===== config.mk =====
export PLATFORM = sky130hd
export DESIGN_NAME = dmem_responder
export DESIGN_NICKNAME = d
export VERILOG_FILES = /design/src/rtl/dmem_responder.sv
export SDC_FILE = /design/constraint.sdc
export NUM_CORES = 2
export LEC_CHECK = 0
export ABC_AREA = 0
export BUFFER_PORTS_ARGS = -buffer_cell sky130_fd_sc_hd__buf_2
export CORE_MARGIN = 4
export CORE_UTILIZATION = 50
export DETAILED_ROUTE_END_ITERATION = 16
export GPL_ROUTABILITY_DRIVEN = 0
export PLACE_DENSITY = 0.66
export SLEW_MARGIN = 40
export SYNTH_ARGS = -nofsm -noshare
export SYNTH_HDL_FRONTEND = slang
export SYNTH_SLANG_ARGS = --single-unit
export TNS_END_PERCENT = 30

===== constraint.sdc =====
create_clock -name clk -period 4.9 [get_ports clk]
set_clock_uncertainty 0.05 [all_clocks]
set_input_delay 0.98 -clock clk [delete_from_list [all_inputs] [get_ports clk]]
set_output_delay 0.98 -clock clk [all_outputs]
set_load 0.05 [all_outputs]

===== src/rtl/dmem_responder.sv =====
// Single-port 64x32 data memory responder with a fixed-latency FSM; range checking under DMEM_RANGE_CHECK_EN.
// Latency: response valid LATENCY+1 cycles after acceptance (counting the cycle right after the acceptance edge as 1).
// Backpressure: one transaction in flight; req_ready only in IDLE, response held until rsp_ready.
module dmem_responder #(
    parameter int unsigned LATENCY = 2
) (
    input  logic        clk,
    input  logic        reset,
    input  logic        req_valid,
    output logic        req_ready,
    input  logic        req_we,
    input  logic [31:0] req_addr,
    input  logic [31:0] req_wdata,
    input  logic [3:0]  req_be,
    output logic        rsp_valid,
    input  logic        rsp_ready,
    output logic [31:0] rsp_rdata,
    output logic        rsp_err
);

    typedef enum logic [1:0] {IDLE, WAIT, RESP} state_t;

    localparam logic [2:0] LAT = 3'(LATENCY);

    state_t      r_state;
    state_t      w_state_nxt;
    logic [2:0]  r_cnt;
    logic [2:0]  w_cnt_nxt;
    logic        r_alive;
    logic        r_we;
    logic [5:0]  r_idx;
    logic        r_err;
    logic [31:0] r_rdata;
    logic        r_rsp_err;
    logic [31:0] r_mem [0:63];

    logic        w_accept;
    logic        w_err;
    logic        w_load_rsp;
    logic        w_rsp_we;
    logic [5:0]  w_rsp_idx;
    logic        w_rsp_err;
    logic [31:0] w_rsp_data;

`ifdef DMEM_RANGE_CHECK_EN
    assign w_err = (req_addr[31:8] != 24'd0) || (req_addr[1:0] != 2'd0);
`else
    logic w_unused_addr;
    assign w_unused_addr = ^{req_addr[31:8], req_addr[1:0]};
    assign w_err = 1'b0;
`endif

    // r_alive holds req_ready low until the first edge after reset release
    assign req_ready = (r_state == IDLE) && r_alive;
    assign w_accept  = req_valid && req_ready;
    assign rsp_valid = (r_state == RESP);
    assign rsp_rdata = r_rdata;
    assign rsp_err   = r_rsp_err;

    // With zero latency the response is captured on the acceptance edge, straight from the request
    assign w_rsp_we   = (r_state == IDLE) ? req_we         : r_we;
    assign w_rsp_idx  = (r_state == IDLE) ? req_addr[7:2]  : r_idx;
    assign w_rsp_err  = (r_state == IDLE) ? w_err          : r_err;
    assign w_rsp_data = (!w_rsp_we && !w_rsp_err) ? r_mem[w_rsp_idx] : 32'd0;

    always_comb begin
        w_state_nxt = r_state;
        w_cnt_nxt   = r_cnt;
        w_load_rsp  = 1'b0;
        case (r_state)
            IDLE: begin
                if (w_accept) begin
                    if (LAT == 3'd0) begin
                        w_state_nxt = RESP;
                        w_load_rsp  = 1'b1;
                    end else begin
                        w_state_nxt = WAIT;
                        w_cnt_nxt   = LAT;
                    end
                end
            end
            WAIT: begin
                w_cnt_nxt = r_cnt - 3'd1;
                if (r_cnt == 3'd1) begin
                    w_state_nxt = RESP;
                    w_load_rsp  = 1'b1;
                end
            end
            RESP: begin
                if (rsp_ready) begin
                    w_state_nxt = IDLE;
                end
            end
            default: begin
                w_state_nxt = IDLE;
                w_cnt_nxt   = 3'd0;
            end
        endcase
    end

    always_ff @(posedge clk or negedge reset) begin
        if (!reset) begin
            r_state   <= IDLE;
            r_cnt     <= 3'd0;
            r_alive   <= 1'b0;
            r_we      <= 1'b0;
            r_idx     <= 6'd0;
            r_err     <= 1'b0;
            r_rdata   <= 32'd0;
            r_rsp_err <= 1'b0;
        end else begin
            r_state <= w_state_nxt;
            r_cnt   <= w_cnt_nxt;
            r_alive <= 1'b1;
            if (w_accept) begin
                r_we  <= req_we;
                r_idx <= req_addr[7:2];
                r_err <= w_err;
            end
            if (w_load_rsp) begin
                r_rdata   <= w_rsp_data;
                r_rsp_err <= w_rsp_err;
            end
        end
    end

    // Storage is never reset, so an accepted store survives a later reset
    always_ff @(posedge clk) begin
        if (w_accept && req_we && !w_err) begin
            for (int b = 0; b < 4; b++) begin
                if (req_be[b]) begin
                    r_mem[req_addr[7:2]][b*8 +: 8] <= req_wdata[b*8 +: 8];
                end
            end
        end
    end

endmodule


; ---- After elaboration in Yosys (flattened, before gate mapping)
; Memory sizes are Yosys's and may differ from the RTL's.
; Cells that the tools add are included.
[totals]
output_inout_bits = 35
mem_bits_rw = 2048
inputBits = 73
mem_count = 1
ff_bits = 45
[memory_table]
columns = name, depth, word_bits, read_ports, rd_clocked_by_memory_dff, write_ports, line
row1 = r_mem, 64, 32, 1, 0, 1, 35  ; logic [31:0] r_mem [0:63];
[op_classes]
addsub = 1
reduce_logical = 6
bitwise_logic = 1
eq_ne = 6
n_mux = 23
[ops]
columns = operator, count
row1 = $mux 32, 1
row2 = $mux 1, 15
row3 = $pmux 3 s3, 1
row4 = $mux 2, 3
row5 = $mux 6, 1
row6 = $pmux 2 s3, 1
row7 = $ne 2x2->1 const B, 2
row8 = $eq 3x1->1 const B, 1
row9 = $logic_and 1x1->1, 3
row10 = $mux 3, 1
row11 = $reduce_and 3->1, 1
row12 = $sub 3x1->3 const B, 1
row13 = $eq 2x1->1 const B, 1
row14 = $eq 2x2->1 const B, 1
row15 = $logic_not 2->1, 1
row16 = $ne 2x1->1 const B, 1
row17 = $reduce_and 2->1, 1
row18 = $not 1->1, 1

; ---- Depth between registers and ports, before layout
[depth]
ltp_word = 6
mapped_depth = 13
depth_no_buf = 9

; ---- Least setup slack after synthesis
; No wires, ideal clock.
[synth_path]
path_type = in2reg
start = in req_addr[2]
end = reg r_rdata[1] (netlist: rsp_rdata[1])
slack_ns = 1.516
arrival_ns = 3.210
t_required_ns = 4.726
setup_ns = 0.124
path_stages = 10
path_buffers = 4
cell_sequence = buf_2 > or3b_1 > nand2_1 > buf_4 > buf_6 > buf_2 > mux4_2 > a22oi_1 > nand3_1 > a211o_1
[synth_between]
elab_chain_cells = 3
[synth_rtl]
columns = element, line
row1 = start: declaration, 12  ; input logic [31:0] req_addr,
row2 = $mux 6, 62  ; assign w_rsp_idx = (r_state == IDLE) ? req_addr[7:2] : r_idx;
row3 = $mem_v2 64x32, -
row4 = $mux 32, 64  ; assign w_rsp_data = (!w_rsp_we && !w_rsp_err) ? r_mem[w_rsp_idx] : 32'd0;
row5 = end signal: assignment, 121  ; r_rdata <= w_rsp_data;
row6 = end: declaration, 33  ; logic [31:0] r_rdata;
; Every way passes these cells.
; A chain may end at the register's enable or synchronous reset.

; ---- Worst setup path after layout
[layout_path]
start = reg r_state[0]
end = reg r_rdata[0] (netlist: rsp_rdata[0])
[layout_between]
elab_chain_cells = 4
elab_cells_between_ends = 7
cone_classes = 1 x eq/ne / 4 x mux / 1 x reduce/logical / 1 x memory
[layout_rtl]
columns = element, line
row1 = start: declaration, 25  ; state_t r_state;
row2 = start signal: assignment, 112  ; r_state <= w_state_nxt;
row3 = $logic_not 2->1, "61, 62"
row4 = $mux 6, 62
row5 = $mem_v2 64x32, -
row6 = $mux 32, 64
; Parallel ways exist; a longest one is shown, timed or not.

==> metrics <==
post-layout util=0.568; row cnt=between 100 and 150; Comb pwr share=0.314; post-cts hold buffer count=0; initial antenna violation count=28; layout cells sized above 1=0.158; Most used DFF post-synth=edfxtp_1; grt total ovfl=0; total number of vias=48,300; # fillers=~13,000; Vias per Instance=between 6 and 7; drt initial violations=6,949; most frequent cells in the layout=edfxtp_1, nand2_1, nand3_1; async set-or-reset flop fraction in the synthesized netlist=0.0215; Max Root-Sink Buffers=3; Nets=5,387; gr usage total=0.273; status=completed; critical path fanouts, max=77; CTS H-tree lvls=4; die width=412 um; mapped cell area=0.0817 mm^2; Starting Density=0.502; FF/Latch Area=approximately 0.063 mm^2; Final HPWL DP=146,000 um; Ys Warns=0; critical path launch point type=flop; Max Clk Rate=around 250 MHz; Tightest Pin Transition=0.976 ns; Synth Area per Inst=16.0 um^2; # clock sinks=2,093; flop2flop setup slack=0.85 ns; Hold Path Class=input port to asynchronous set/reset pin; Setup Slack @ Placement=0.755 ns; P_int=approximately 34 mW; CP arrival=4.68 ns; commonest non-fill, non-tap cell in the layout=edfxtp_1; worst reg-to-reg path cell count=7; worst setup margin=0.855 ns; synthesized net count=a little over 5,000; Tmin final=4.05 ns; RSZ-0062 raised after global routing=no; DRT Wirelength=235,000 um; Die ar.=between 0.15 and 0.2 mm^2; Worst VDD drop=0.445 mV; register area share after synthesis=0.767; Netlist cell types=60; Root Buffer=clkbuf_16; Post-Syn Instances=between 5,000 and 6,000; Worst-path clk slew=0.06 ns; R2R Path End=rsp_rdata[0]; sequential power share=0.393; CTS buffer count=202; pin count of the biggest net entering global routing=85; Critical Path End Type=flop; Slew Limit Fails=0; Hold Fails Final Rpt=0; Slew headroom=0.348; Critical Path RT=approximately 5.5 ns; first-pass GRT wire length=331,000 um; crit path kind=flop to flop; leakage=about 30 nW; vias in the first global route=45,700; post-CTS setup buffer count=0; CTS tree=yes; Setup violations, final=0; Port Buf Inserts=80; worst skew pair latency=0.84 ns; final period utilization=0.826; switch share=0.342; Post-DRT Antenna Nets=0; sw power=17.5 mW; Area growth syn-to-layout=13.1%; number of flops mapped to enable cells by yosys=2,048; Core Area=0.163 mm^2; final setup TNS=0 ns; minimum hold slack=approximately 0.11 ns; Residual DRC=0; post-synthesis sequential element count=2,093; DR pass1 iterations=12; Power Density=555 mW/mm^2; RR Startpoint=r_state[0]; IO Count=around 110; max-cap viol count=0; Clk network pwr share=0.293; Multi-input gate area=0.0179 mm^2; routed len/inst=30.5 um; post-cts resize count=0; Total Power=51.3 mW; Die H=412 um
routing by layer:
metal	track usage	routed length, um
met5	0.00259	245
met4	0.112	9920
met3	0.0890	28500
met2	0.402	105000
met1	0.376	90500
power groups by stage:
stage	logic, mW	clock network, mW	registers (mW)
final	16.1	15.0	20.2
after global routing	16.9	15.9	20.1
after CTS	15.9	15.1	20.1
after detailed placement	15.8	0	20.5
after global placement	15.5	0	20.5
after floorplan	9.82	0	20.7
registers in the layout (all words and copies together) (netlist names):
name and count:
r_mem 2048, rsp_rdata 32, r_idx 6, r_cnt 3, r_state 2, r_alive 1
r_we 1
kinds of logic (layout without fill, tap and decap cells):
kind of cell / Yosys count / after routing / synth area share
AOI/OAI and AO/OA: 593 / 593 / 0.0503
xor gates and xnor gates: 1 / 1 / 0.000107
adders and majority gates: 2 / 2 / 0.000306
buffers and inverters: 332 / 710 / 0.0191
DFF: 2093 / 2093 / 0.767
muxes: 415 / 415 / 0.0770
other: 2 / 27 / 0.0000920
and+or+nand+nor: 1668 / 1668 / 0.0863
synthesized netlist by cell type, types with 2 or more instances:
cell type | count | area share
edfxtp_1 | 2048 | 0.75
nand2_1 | 915 | 0.042
nor2_1 | 296 | 0.014
nand3_1 | 287 | 0.018
mux2i_1 | 239 | 0.029
mux4_2 | 169 | 0.047
clkbuf_1 | 152 | 0.0070
a21oi_1 | 138 | 0.0085
buf_2 | 116 | 0.0071
nand4_1 | 97 | 0.0074
a22oi_1 | 81 | 0.0074
a31oi_1 | 75 | 0.0057
a32oi_1 | 71 | 0.0076
o21ai_0 | 63 | 0.0039
a221oi_1 | 46 | 0.0049
dfrtp_1 | 45 | 0.014
o22ai_1 | 36 | 0.0028
buf_1 | 27 | 0.0012
nand2b_1 | 26 | 0.0020
a221o_1 | 22 | 0.0027
a211o_1 | 20 | 0.0021
nor3_1 | 16 | 0.00098
buf_6 | 15 | 0.0021
buf_4 | 14 | 0.0013
o221ai_1 | 14 | 0.0015
a2111o_1 | 12 | 0.0017
and3_1 | 7 | 0.00054
inv_1 | 7 | 0.00032
nor3b_1 | 6 | 0.00055
and2_1 | 4 | 0.00031
mux2_2 | 4 | 0.00055
o31ai_1 | 3 | 0.00028
conb_1 | 2 | 0.000092
ha_1 | 2 | 0.00031
mux2_4 | 2 | 0.00037
nor2_2 | 2 | 0.00015
nor2b_1 | 2 | 0.00015
nor4_1 | 2 | 0.00015
o32ai_1 | 2 | 0.00021
per-stage QoR:
stage	cells	area (um^2)
finish	7684	92300
floorplan	5106	81700
global placement	7273	85600
global route	7666	92300
detailed placement	7280	85700
CTS	7656	92100
worst max-delay path, cell delays in order, from the launching register on:
cell and delay (ns):
dfrtp_1 0.67, or2_2 0.73, mux2_8 0.77, buf_4 0.51
mux4_2 0.40, a22oi_1 0.36, nand3_1 0.12, a211o_1 0.24
final cells by class:
class / instances / area share
sequential: 2093 / 0.678
multi-input combinational: 2681 / 0.194
clock buffer: 285 / 0.0607
tap: 2175 / 0.0295
timing repair buffer: 326 / 0.0288
clock inverter: 91 / 0.00813
antenna: 25 / 0.000678
inverter: 8 / 0.000325
how the worst max path moves through the flow:
| stage | start | endpoint | slack, ns | cells past startpoint |
|---|---|---|---|---|
| 3_5_place_dp | req_addr[2] | rsp_rdata[15] | 0.76 | 10 |
| 2_1_floorplan | req_addr[2] | rsp_rdata[1] | 1.52 | 10 |
| 6_report | r_state[0] | rsp_rdata[0] | 0.85 | 7 |
| 5_1_grt | r_state[0] | rsp_rdata[28] | 0.68 | 7 |
| 3_3_place_gp | req_addr[3] | rsp_rdata[0] | 0.68 | 8 |
| 4_1_cts | r_state[0] | rsp_rdata[28] | 0.88 | 7 |
(Power assumes the default switching activity.)
